$ cat config.mk
export PLATFORM = sky130hd
export DESIGN_NAME = ram_req_ctrl_flat
export DESIGN_NICKNAME = d
export VERILOG_FILES = /design/src/rtl/ram_req_ctrl_if.sv /design/src/rtl/ram_req_ctrl.sv /design/src/flat_wrapper.sv
export SDC_FILE = /design/constraint.sdc
export NUM_CORES = 1
export LEC_CHECK = 0
export BUFFER_PORTS_ARGS = -buffer_cell sky130_fd_sc_hd__buf_2
export CAP_MARGIN = 0
export CORE_UTILIZATION = 30
export DETAILED_ROUTE_END_ITERATION = 10
export GPL_TIMING_DRIVEN = 0
export PLACE_DENSITY_LB_ADDON = 0.2
export REMOVE_ABC_BUFFERS = 1
export SETUP_SLACK_MARGIN = 0.3
export SLEW_MARGIN = 20
export SYNTH_ARGS = -nofsm -noshare
export SYNTH_HDL_FRONTEND = slang
export SYNTH_SLANG_ARGS = --single-unit
$ cat constraint.sdc
create_clock -name clk -period 2.8 [get_ports clk]
set_input_delay 0.84 -clock clk [delete_from_list [all_inputs] [get_ports clk]]
set_output_delay 0.84 -clock clk [all_outputs]
set_load 0.02 [all_outputs]
$ cat src/rtl/ram_req_ctrl_if.sv
// Command/response channel bundle between a requester and ram_req_ctrl.
// The master modport is the requester side; the slave modport is the controller side.
interface ram_req_ctrl_if #(
    parameter int ADDR_W = 4,
    parameter int DATA_W = 8
);
    logic              cmd_valid;
    logic              cmd_ready;
    logic              cmd_we;
    logic [ADDR_W-1:0] cmd_addr;
    logic [DATA_W-1:0] cmd_wdata;
    logic              rsp_valid;
    logic              rsp_ready;
    logic [DATA_W-1:0] rsp_rdata;
    logic [ADDR_W-1:0] rsp_addr;

    modport master (
        output cmd_valid, cmd_we, cmd_addr, cmd_wdata, rsp_ready,
        input  cmd_ready, rsp_valid, rsp_rdata, rsp_addr
    );

    modport slave (
        input  cmd_valid, cmd_we, cmd_addr, cmd_wdata, rsp_ready,
        output cmd_ready, rsp_valid, rsp_rdata, rsp_addr
    );
endinterface

$ cat src/rtl/ram_req_ctrl.sv
// Serialising command front-end for a 16x8 single-port ram: one write or read
// in flight at a time, read data returned over a valid/ready response channel.
module ram_req_ctrl #(
    parameter int ADDR_W = 4,
    parameter int DATA_W = 8,
    parameter int CNT_W  = 8
) (
    input  logic              clk,
    input  logic              rst,
    ram_req_ctrl_if.slave     bus,
    output logic              ram_we,
    output logic [ADDR_W-1:0] ram_addr,
    output logic [DATA_W-1:0] ram_data_in,
    input  logic [DATA_W-1:0] ram_data_out,
    output logic              busy,
    output logic [CNT_W-1:0]  wr_cnt,
    output logic [CNT_W-1:0]  rd_cnt
);
    typedef enum logic [2:0] {
        IDLE    = 3'd0,
        WR      = 3'd1,
        RD_ADDR = 3'd2,
        RD_CAP  = 3'd3,
        RESP    = 3'd4
    } state_t;

    localparam logic [CNT_W-1:0] CNT_ONE = {{(CNT_W-1){1'b0}}, 1'b1};

    state_t            state_r;
    state_t            next_state_s;
    logic              cmd_fire_s;
    logic              rsp_valid_r;
    logic [DATA_W-1:0] rsp_rdata_r;
    logic [ADDR_W-1:0] rsp_addr_r;

    // cmd fields are only looked at when a handshake happens, so X on them while idle stays contained
    assign cmd_fire_s    = bus.cmd_valid && (state_r == IDLE);
    assign bus.cmd_ready = (state_r == IDLE) && !rst;
    assign bus.rsp_valid = rsp_valid_r;
    assign bus.rsp_rdata = rsp_rdata_r;
    assign bus.rsp_addr  = rsp_addr_r;
    assign busy          = (state_r != IDLE);

    // State register
    always_ff @(posedge clk or posedge rst) begin
        if (rst) begin
            state_r <= IDLE;
        end else begin
            state_r <= next_state_s;
        end
    end

    // Next-state decode
    always_comb begin
        next_state_s = state_r;
        case (state_r)
            IDLE: begin
                if (cmd_fire_s) begin
                    if (bus.cmd_we) begin
                        next_state_s = WR;
                    end else begin
                        next_state_s = RD_ADDR;
                    end
                end else begin
                    next_state_s = IDLE;
                end
            end
            WR:      next_state_s = IDLE;
            RD_ADDR: next_state_s = RD_CAP;
            RD_CAP:  next_state_s = RESP;
            RESP: begin
                if (bus.rsp_ready) begin
                    next_state_s = IDLE;
                end else begin
                    next_state_s = RESP;
                end
            end
            default: next_state_s = IDLE;
        endcase
    end

    // Ram pin drive, response capture and operation counters
    always_ff @(posedge clk or posedge rst) begin
        if (rst) begin
            ram_we      <= 1'b0;
            ram_addr    <= '0;
            ram_data_in <= '0;
            rsp_valid_r <= 1'b0;
            rsp_rdata_r <= '0;
            rsp_addr_r  <= '0;
            wr_cnt      <= '0;
            rd_cnt      <= '0;
        end else begin
            case (state_r)
                IDLE: begin
                    if (cmd_fire_s) begin
                        ram_we   <= bus.cmd_we;
                        ram_addr <= bus.cmd_addr;
                        if (bus.cmd_we) begin
                            ram_data_in <= bus.cmd_wdata;
                        end
                    end
                end
                WR: begin
                    ram_we <= 1'b0;
                    wr_cnt <= wr_cnt + CNT_ONE;
                end
                RD_CAP: begin
                    // Two edges after the address was driven: valid for registered or combinational ram reads
                    rsp_rdata_r <= ram_data_out;
                    rsp_addr_r  <= ram_addr;
                    rsp_valid_r <= 1'b1;
                end
                RESP: begin
                    if (bus.rsp_ready) begin
                        rsp_valid_r <= 1'b0;
                        rd_cnt      <= rd_cnt + CNT_ONE;
                    end
                end
                default: begin
                end
            endcase
        end
    end
endmodule

$ cat src/flat_wrapper.sv
// flat-port wrapper written by rule: the top's interface ports become plain ports
module ram_req_ctrl_flat 
#(
    parameter int ADDR_W = 4,
    parameter int DATA_W = 8,
    parameter int CNT_W  = 8
)
  (clk, rst, ram_we, ram_addr, ram_data_in, ram_data_out, busy, wr_cnt, rd_cnt, bus_cmd_valid, bus_cmd_we, bus_cmd_addr, bus_cmd_wdata, bus_rsp_ready, bus_cmd_ready, bus_rsp_valid, bus_rsp_rdata, bus_rsp_addr);
  ram_req_ctrl_if #(.ADDR_W(ADDR_W), .DATA_W(DATA_W)) bus_i ();
  input  logic clk;
  input  logic rst;
  output logic ram_we;
  output logic [ADDR_W-1:0] ram_addr;
  output logic [DATA_W-1:0] ram_data_in;
  input  logic [DATA_W-1:0] ram_data_out;
  output logic busy;
  output logic [CNT_W-1:0] wr_cnt;
  output logic [CNT_W-1:0] rd_cnt;
  input wire logic [$bits(bus_i.cmd_valid)-1:0] bus_cmd_valid;
  input wire logic [$bits(bus_i.cmd_we)-1:0] bus_cmd_we;
  input wire logic [$bits(bus_i.cmd_addr)-1:0] bus_cmd_addr;
  input wire logic [$bits(bus_i.cmd_wdata)-1:0] bus_cmd_wdata;
  input wire logic [$bits(bus_i.rsp_ready)-1:0] bus_rsp_ready;
  output wire logic [$bits(bus_i.cmd_ready)-1:0] bus_cmd_ready;
  output wire logic [$bits(bus_i.rsp_valid)-1:0] bus_rsp_valid;
  output wire logic [$bits(bus_i.rsp_rdata)-1:0] bus_rsp_rdata;
  output wire logic [$bits(bus_i.rsp_addr)-1:0] bus_rsp_addr;
  assign bus_i.cmd_valid = bus_cmd_valid;
  assign bus_i.cmd_we = bus_cmd_we;
  assign bus_i.cmd_addr = bus_cmd_addr;
  assign bus_i.cmd_wdata = bus_cmd_wdata;
  assign bus_i.rsp_ready = bus_rsp_ready;
  assign bus_cmd_ready = bus_i.cmd_ready;
  assign bus_rsp_valid = bus_i.rsp_valid;
  assign bus_rsp_rdata = bus_i.rsp_rdata;
  assign bus_rsp_addr = bus_i.rsp_addr;
  ram_req_ctrl #(.ADDR_W(ADDR_W), .DATA_W(DATA_W), .CNT_W(CNT_W)) u_core (.clk(clk), .rst(rst), .bus(bus_i), .ram_we(ram_we), .ram_addr(ram_addr), .ram_data_in(ram_data_in), .ram_data_out(ram_data_out), .busy(busy), .wr_cnt(wr_cnt), .rd_cnt(rd_cnt));
endmodule
==> reports/metrics.cfg, run 1 <==
[logic_synthesis]
synth-edff-count=0
ys_seq_elements=45
ys.flop_type=dfrtp_1
synth_area_um2=1859
synth_cell_type_count=27
netlist_instances=135
synth.avg_cell_area_um2=13.77
yosysSeqAreaShare_pct=60.57
async_reset_ff_share_pct=100.0
synth-warning-count=0

[placement]
gp_congestion=0.6824
place_ws_ns=0.7073
hpwl_mm=2.707
placed_area_um2=2285
io_buffer_count=68

[setup_path]
startpoint_type=flip-flop
cp.arrival_ns=1.52
critPathKind=reg2out
cp-end-kind=primary output
regToRegSetupSlack_ns=1.04
critical_path.max_fanout=12
cp.required_ns=1.96

[timing]
fin_tns_setup_ns=0
finalSetupViolations=0
worst_pin_slew_ns=0.6866
maxSlewHeadroom_pct=54.09
fmaxAchievable_mhz=422.9
finalMaxSlewViolations=0
fin_ws_ns=0.4354
min_period_ns=2.365
finalHoldViolations=0
fin_crit_sh_pct=84.45
rsz0062_at_grt=false
skew_ns=0.004769

[final_layout]
drive_above_1_share_pct=51.46
antennaDiodeCount=0
final_area_um2=2371
synthToLayoutAreaGrowth_pct=27.52
num-nets-final=233

[floorplanning]
die_h_um=80.73
pin_count=69
start_util_pct=31.22
rows=28
die_area_um2=6517
die_w_um=80.73
core_region_area_um2=5956

[routing]
finalWirelength_mm=3.717
drcViolationCount=0
vias=1269
firstDrtPassIters=4
dr.first_iter.drc_count=57
ant_nets=0
via_per_inst=4.516
wl_per_cell_um=13.23

[global_route]
grt_pass1_wl_mm=6.154
grt_pass1_vias=1249
grt_max_degree=28
antenna_found_initial=0
grt_usage_pct=12.72
grt.overflow.total=0

[clock_network]
numCtsBuffers=5
clockRootBuffer=clkbuf_8
post_cts.repair.setup_buffers=0
hold_buffers=0
cts_tree=built
clk_path_buf_depth=2
clkSlewWorstSetupHoldPaths_ns=0.08
htree_levels=2
cts_sinks=45
cts_resized=0
insertion_delay_ns=0.29

[power]
powerDensity_nw_per_um2=1109
leakage_nw=1.206
max-vdd-ir-drop_v=0.0004052

[job]
maxCapViolations=0

[hold_path]
hp-class=reg2reg

[run_status]
status=completed

## kinds of logic after synthesis
logic type	Yosys count	synth area share [%]
multiplexers	26	15.75
AND/OR/NAND/NOR	36	11.98
adder cells (fa/ha/maj)	2	1.346
AO/OA/AOI/OAI	4	1.211
buffers and inverters	8	2.557
flip-flops	45	60.57
XOR/XNOR	14	6.594
## final timing paths
path                                   start                      end  cells past startpoint
setup / recovery           u_core.state_r[2]            bus_cmd_ready                      3
hold / removal              u_core.rd_cnt[7]         u_core.rd_cnt[7]                      1
setup reg to reg           u_core.state_r[2]  u_core.bus.rsp_rdata[1]                      2
hold reg to reg             u_core.rd_cnt[7]         u_core.rd_cnt[7]                      1
max in group asynchronous                rst   u_core.bus.rsp_addr[1]                      3
min in group asynchronous                rst         u_core.wr_cnt[0]                      2
## critical path, cell delays in order (launching register included)
cell     delay (ns)
dfrtp_1        0.54
or3_1          0.45
nor2_1         0.09
buf_2          0.16
## layout by cell type (no fill, tap or decap)
cell type | Yosys | final
buf_2 | 2 | 68
dfrtp_1 | 45 | 45
mux2_2 | 26 | 26
xor2_1 | 10 | 10
nand2_1 | 7 | 7
nor2_1 | 6 | 6
clkbuf_8 | 0 | 6
nand3_1 | 5 | 5
xnor2_1 | 4 | 4
nor3_1 | 4 | 4
inv_1 | 3 | 2
nand2b_1 | 2 | 2
nand4_1 | 2 | 2
nor4_1 | 2 | 2
o21ai_0 | 2 | 2
ha_1 | 2 | 2
and4bb_2 | 1 | 1
and3_1 | 1 | 1
nand4bb_1 | 1 | 1
nor4b_4 | 1 | 1
nand2_4 | 1 | 1
a21boi_0 | 1 | 1
nor4_2 | 1 | 1
nand3b_1 | 1 | 1
or3_1 | 1 | 1
a21oi_1 | 1 | 1
inv_2 | 0 | 1
clkbuf_1 | 0 | 1
buf_16 | 0 | 1
## cell type report
type                    count  area, um2
clock buffers               7      86.33
repair buffers             69      367.9
flip-flops and latches     45       1126
inverters                   3      11.26
multi-input cells          82      685.7
well taps                  75      93.84
fillers                   590       3585
## Yosys cell counts, types with 2 or more instances
master | n | area, um2
xor2_1 | 10 | 87.58
nand4_1 | 2 | 12.51
nand2b_1 | 2 | 12.51
o21ai_0 | 2 | 10.01
mux2_2 | 26 | 292.8
ha_1 | 2 | 25.02
nor2_1 | 6 | 22.52
nand3_1 | 5 | 25.02
nor3_1 | 4 | 20.02
dfrtp_1 | 45 | 1126
nand2_1 | 7 | 26.28
nor4_1 | 2 | 12.51
buf_4 | 2 | 15.01
inv_1 | 3 | 11.26
buf_2 | 2 | 10.01
xnor2_1 | 4 | 35.03
## registers in the layout (all words and copies together), names as in the netlist
name / flops
u_core.bus.rsp_valid: 1
u_core.ram_data_in: 8
u_core.state_r: 3
u_core.bus.rsp_addr: 4
u_core.wr_cnt: 8
u_core.ram_addr: 4
u_core.rd_cnt: 8
u_core.ram_we: 1
u_core.bus.rsp_rdata: 8
## stage by stage
| step | hold slack (ns) | utilization, % | std cells | total power, W |
|---|---|---|---|---|
| final | 0.4672 | 39.81 | 281 | 0.002630 |
| after global routing | 0.4949 | 39.81 | 281 | 0.002825 |
| after CTS | 0.4686 | 39.81 | 281 | 0.002677 |
| after detailed placement | 0.4575 | 38.36 | 274 | 0.002263 |
| after global placement | 0.4533 | 37.90 | 273 | 0.002239 |
| after floorplan | 0.5777 | - | 130 | 0.001862 |
## where the power goes
part | switching [W] | internal [W]
clock network | 0.000208 | 0.000196
logic | 0.000610 | 0.000474
registers | 0.000226 | 0.000916
total | 0.00104 | 0.00159
## per-layer routing
| metal | track usage, % | vias to the layer above | share of wire, % |
|---|---|---|---|
| met5 | 0 | - | 0 |
| met4 | 4.821 | 0 | 1.5 |
| met3 | 4.318 | 8 | 6.9 |
| met2 | 19.07 | 42 | 45 |
| met1 | 16.89 | 617 | 46 |
| li1 | - | 602 | - |
Power figures use the tool's default switching activity.
==> inputs of run 2 (changes only) <==
ABC_AREA = 1   (was unset)
clock period = 1.9 ns   (was 2.8 ns; I/O delays follow)
==> reports/metrics.cfg, run 2 <==
[routing]
vias=1619
finalWirelength_mm=4.014
dr.first_iter.drc_count=70
via_per_inst=4.294
ant_nets=0
wl_per_cell_um=10.65
firstDrtPassIters=4
drcViolationCount=0

[power]
powerDensity_nw_per_um2=1585
finalPower_w=0.004027
leakage_nw=1.429
max-vdd-ir-drop_v=0.0007830

[logic_synthesis]
synth_area_um2=1937
yosys.area.top_type_share_pct=58.14
ys_seq_elements=45
synth_cell_type_count=19
yosysSeqAreaShare_pct=58.14
post-synth-top-area-cell=dfrtp_1
yosysMostFrequentCell=nand2_1
ys.flop_type=dfrtp_1
synth_area_leaders=dfrtp_1, nand2_1, inv_1, nor2_1, o21ai_1
synth-edff-count=0
synth_common_cells=nand2_1, dfrtp_1, inv_1, nor2_1, o21ai_1
synth.avg_cell_area_um2=8.685
async_reset_ff_share_pct=100.0
netlist_instances=223
synth-warning-count=0

[timing]
maxSlewHeadroom_pct=65.90
finalSetupViolations=0
finalHoldViolations=0
worst_pin_slew_ns=0.5109
min_period_ns=1.706
fin_ws_ns=0.1936
fin_crit_sh_pct=89.81
finalMaxSlewViolations=0
fmaxAchievable_mhz=586.0
rsz0062_at_grt=true
skew_ns=0.003747

[placement]
placed_area_um2=2371
io_buffer_count=68
place_ws_ns=0.1874
hpwl_mm=2.808
gp_congestion=0.6958

[setup_path]
cp-end-kind=primary output
critPathKind=reg2out
cp.arrival_ns=1.14
cp.required_ns=1.33
startpoint_type=flip-flop
critical_path.max_fanout=2

[final_layout]
num-nets-final=328
antennaDiodeCount=0
drive_above_1_share_pct=31.46
fill_cells=651
mostFrequentLayoutCell=nand2_1
synthToLayoutAreaGrowth_pct=31.20
layout_common_cells=nand2_1, buf_2, dfrtp_1
final_area_um2=2541

[clock_network]
insertion_delay_ns=0.29
numCtsBuffers=5
cts_tree=built
clockRootBuffer=clkbuf_8
clkSlewWorstSetupHoldPaths_ns=0.09
htree_levels=2
cts_sinks=45
clk_path_buf_depth=2

[floorplanning]
rows=28
start_util_pct=31.96
die_w_um=82.35
die_h_um=82.35
pin_count=69
core_region_area_um2=6061
die_area_um2=6782

[job]
maxCapViolations=0

[global_route]
grt_pass1_wl_mm=6.582
grt_usage_pct=13.02
grt.overflow.total=0
grt_max_degree=31
grt_pass1_vias=1450
antenna_found_initial=0

[run_status]
status=completed

[hold_path]
hp-class=in2async

==> run 2: cell types whose count changed in the layout (fill, tap and decap cells not counted), sizes merged, moves of 3 or more <==
cell,change
buf,+6
mux2,-26
nand2,+67
a21oi,+3
nand3,+5
nor2,+16
o21ai,+14
xor2,-6
inv,+27
nor4,-3
==> run 2: what timing repair did <==
action	in CTS	in global routing
setup endpoints to repair	10	2
buffers inserted	5	1
hold buffers	0	0
pin swaps	1	1
gates cloned	0	0
endpoints found under the hold margin	0	0
resized for setup	4	2
==> run 2: where the power goes <==
| group | leakage (nW) | internal [W] | switching, W |
|---|---|---|---|
| sequential | 0.562 | 0.00134 | 0.000248 |
| clock | 0.0543 | 0.000394 | 0.000337 |
| combinational | 0.813 | 0.000612 | 0.00110 |
| total | 1.43 | 0.00234 | 0.00168 |
==> run 2: critical path, stage by stage (launching register included) <==
cell and delay [ns]:
dfrtp_2 0.43, nor2_4 0.12, nand2_2 0.06, nor2_1 0.08, buf_4 0.14
==> run 2: path summary, 6_finish.rpt <==
| kind | from | to | cells past startpoint | slack, ns |
|---|---|---|---|---|
| setup / recovery | u_core.state_r[1] | bus_cmd_ready | 4 | 0.19 |
| hold / removal | rst | u_core.bus.rsp_addr[0] | 2 | 0.25 |
| setup reg to reg | u_core.state_r[1] | u_core.rd_cnt[5] | 7 | 0.52 |
| hold reg to reg | u_core.bus.rsp_valid | u_core.bus.rsp_valid | 2 | 0.48 |
| max in group asynchronous | rst | u_core.state_r[0] | 3 | 1.16 |
| min in group clk | bus_cmd_wdata[7] | u_core.ram_data_in[7] | 3 | 0.46 |
==> run 2: logic make-up (layout without fill, tap and decap cells) <==
logic type	Yosys count	count (layout)	share of synthesized area, %
compound gates	20	20	5.168
xor+xnor	6	6	2.713
fa+ha+maj	2	2	1.292
buf+inv	34	113	6.847
flops	45	45	58.14
simple gates	116	116	25.84
==> run 2: through the flow <==
step	setup TNS (ns)	cells	util (%)	hold slack, ns
6_report	0	377	41.93	0.2451
3_3_place_gp	-21.05	362	38.79	0.4595
5_1_grt	0	377	41.93	0.2702
2_1_floorplan	0	219	-	0.5788
4_1_cts	0	376	41.74	0.2517
3_5_place_dp	0	363	39.12	0.4606
==> run 2: layer usage <==
metal,vias to the layer above,wire length [um],global-route usage (%)
li1,841,-,-
met1,726,1844,16.64
met2,45,1897,20.74
met3,7,196,2.527
met4,0,77,6.842
met5,-,0,0
==> run 2: area by class of cell <==
cell class                 instances  area (um2)  area share [%]
sequential                        45        1129           44.41
inverter                          30       115.1           4.530
timing repair buffer              75       407.9           16.05
clock buffer                       5       68.82           2.708
tap                               75       93.84           3.693
multi-input combinational        144       680.7           26.78
clock inverter                     3       46.29           1.822
==> inputs of run 3 (changes only) <==
MAX_ROUTING_LAYER = met4   (was unset)
==> reports/metrics.cfg, run 3 (same netlist as run 2, synthesis figures left out) <==
[final_layout]
synthToLayoutAreaGrowth_pct=31.20
num-nets-final=328
mostFrequentLayoutCell=nand2_1
drive_above_1_share_pct=31.46
layout.cells.non_filler=377
layout_common_cells=nand2_1, buf_2, dfrtp_1
fill_cells=651
antennaDiodeCount=0

[floorplanning]
die_h_um=82.35
core_region_area_um2=6061
rows=28
die_area_um2=6782
start_util_pct=31.96
pin_count=69
die_w_um=82.35

[setup_path]
critical_path.max_fanout=2
crit_buf_inv=1
cp.required_ns=1.33
critPathKind=reg2out
timing.critical_path.max_delay_family=flip-flops
worstPathCellList=nor2_4 > nand2_2 > nor2_1 > buf_4
startpoint_type=flip-flop
slowest_stage=dfrtp_2
regToRegSetupSlack_ns=0.52
worstSetupPathDepth=4
cp.arrival_ns=1.14
worst_path_largest_cell_delay_ns=0.43
r2r-end=u_core.rd_cnt[5]
cp-end-kind=primary output
r2r_start=u_core.state_r[1]
r2r_cells=7

[placement]
hpwl_mm=2.808
io_buffer_count=68
place_ws_ns=0.1874
gp_congestion=0.7033
dp.cells=363

[timing]
maxSlewHeadroom_pct=65.41
rsz0062_at_grt=true
fmaxAchievable_mhz=586.0
worst_pin_slew_ns=0.5182
finalSetupViolations=0
fin_crit_sh_pct=89.82
skew_ns=0.003784
finalMaxSlewViolations=0
min_period_ns=1.707
fin_ws_ns=0.1934
finalHoldViolations=0
fin_tns_setup_ns=0
whs_ns=0.2452

[global_route]
grt_max_degree=31
grt_pass1_vias=1449
grt_usage_pct=13.40
antenna_found_initial=0
grt_pass1_wl_mm=6.582
grt.overflow.total=0

[routing]
drcViolationCount=0
finalWirelength_mm=4.011
dr.first_iter.drc_count=68
firstDrtPassIters=4
wl_per_cell_um=10.64
ant_nets=0
via_per_inst=4.281
vias=1614

[clock_network]
numCtsBuffers=5
htree_levels=2
clk_path_buf_depth=2
cts_sinks=45
hold_buffers=0
insertion_delay_ns=0.29
clockRootBuffer=clkbuf_8
cts_tree=built
clkSlewWorstSetupHoldPaths_ns=0.09

[power]
leakage_nw=1.429
switching_share_pct=41.79
powerDensity_nw_per_um2=1584
combPwrFrac_pct=42.5
finalPower_w=0.004026
internal_power_w=0.002343
seqPwrFrac_pct=39.4
max-vdd-ir-drop_v=0.0007827
p_switching_w=0.001682
clkPwrFrac_pct=18.2

[job]
maxCapViolations=0

[hold_path]
hp-class=in2async

[run_status]
status=completed

==> run 3: cell counts in the layout (fill, tap and decap cells not counted) <==
Identical to the previous run, type by type.
==> run 3: power groups by stage <==
| stage | clock network [W] | registers, W | logic, W |
|---|---|---|---|
| global placement | 0 | 0.00162 | 0.00161 |
| finish | 0.000731 | 0.00158 | 0.00171 |
| CTS | 0.000766 | 0.00159 | 0.00173 |
| floorplan | 0 | 0.00204 | 0.000645 |
| detailed placement | 0 | 0.00162 | 0.00164 |
| global route | 0.000789 | 0.00164 | 0.00192 |
==> run 3: how the worst max path moves through the flow <==
stage,start,end,slack [ns]
floorplan,u_core.state_r[0],bus_cmd_ready,0.25
global placement,rst,u_core.wr_cnt[7],-0.47
detailed placement,bus_cmd_valid,u_core.ram_data_in[3],0.19
CTS,u_core.state_r[0],bus_cmd_ready,0.17
global route,u_core.state_r[1],bus_cmd_ready,0.13
finish,u_core.state_r[1],bus_cmd_ready,0.19
==> run 3: area by class of cell <==
class / count / area (um2) / area share (%)
Inverter: 30 / 115.1 / 4.530
Timing Repair Buffer: 75 / 407.9 / 16.05
Sequential cell: 45 / 1129 / 44.41
Tap cell: 75 / 93.84 / 3.693
Clock buffer: 5 / 68.82 / 2.708
Clock inverter: 3 / 46.29 / 1.822
Multi-Input combinational cell: 144 / 680.7 / 26.78
==> run 3: worst reg2reg max path, delay by kind of cell, from the launching register on <==
family        cells  cell delay, ns
simple gates      5            0.50
flops             1            0.43
buf+inv           2            0.35
==> run 3: what timing repair did <==
item,in CTS,in global routing
endpoints found under the setup margin,10,2
gates resized for setup,4,2
pin swaps,1,1
buffers inserted,5,1
==> run 3: per-stage QoR <==
| stage | util, % | cell area [um2] |
|---|---|---|
| after floorplan | - | 1917 |
| after global placement | 38.79 | 2351 |
| after detailed placement | 39.12 | 2371 |
| after CTS | 41.74 | 2530 |
| after global routing | 41.93 | 2541 |
| final | 41.93 | 2541 |
==> run 3: metal layers <==
layer	vias up	share of wire, %	track usage, %
met1	723	47	16.78
met3	7	4.5	2.308
met5	-	0	-
li1	841	-	-
met4	0	1.9	6.842
met2	43	47	20.74
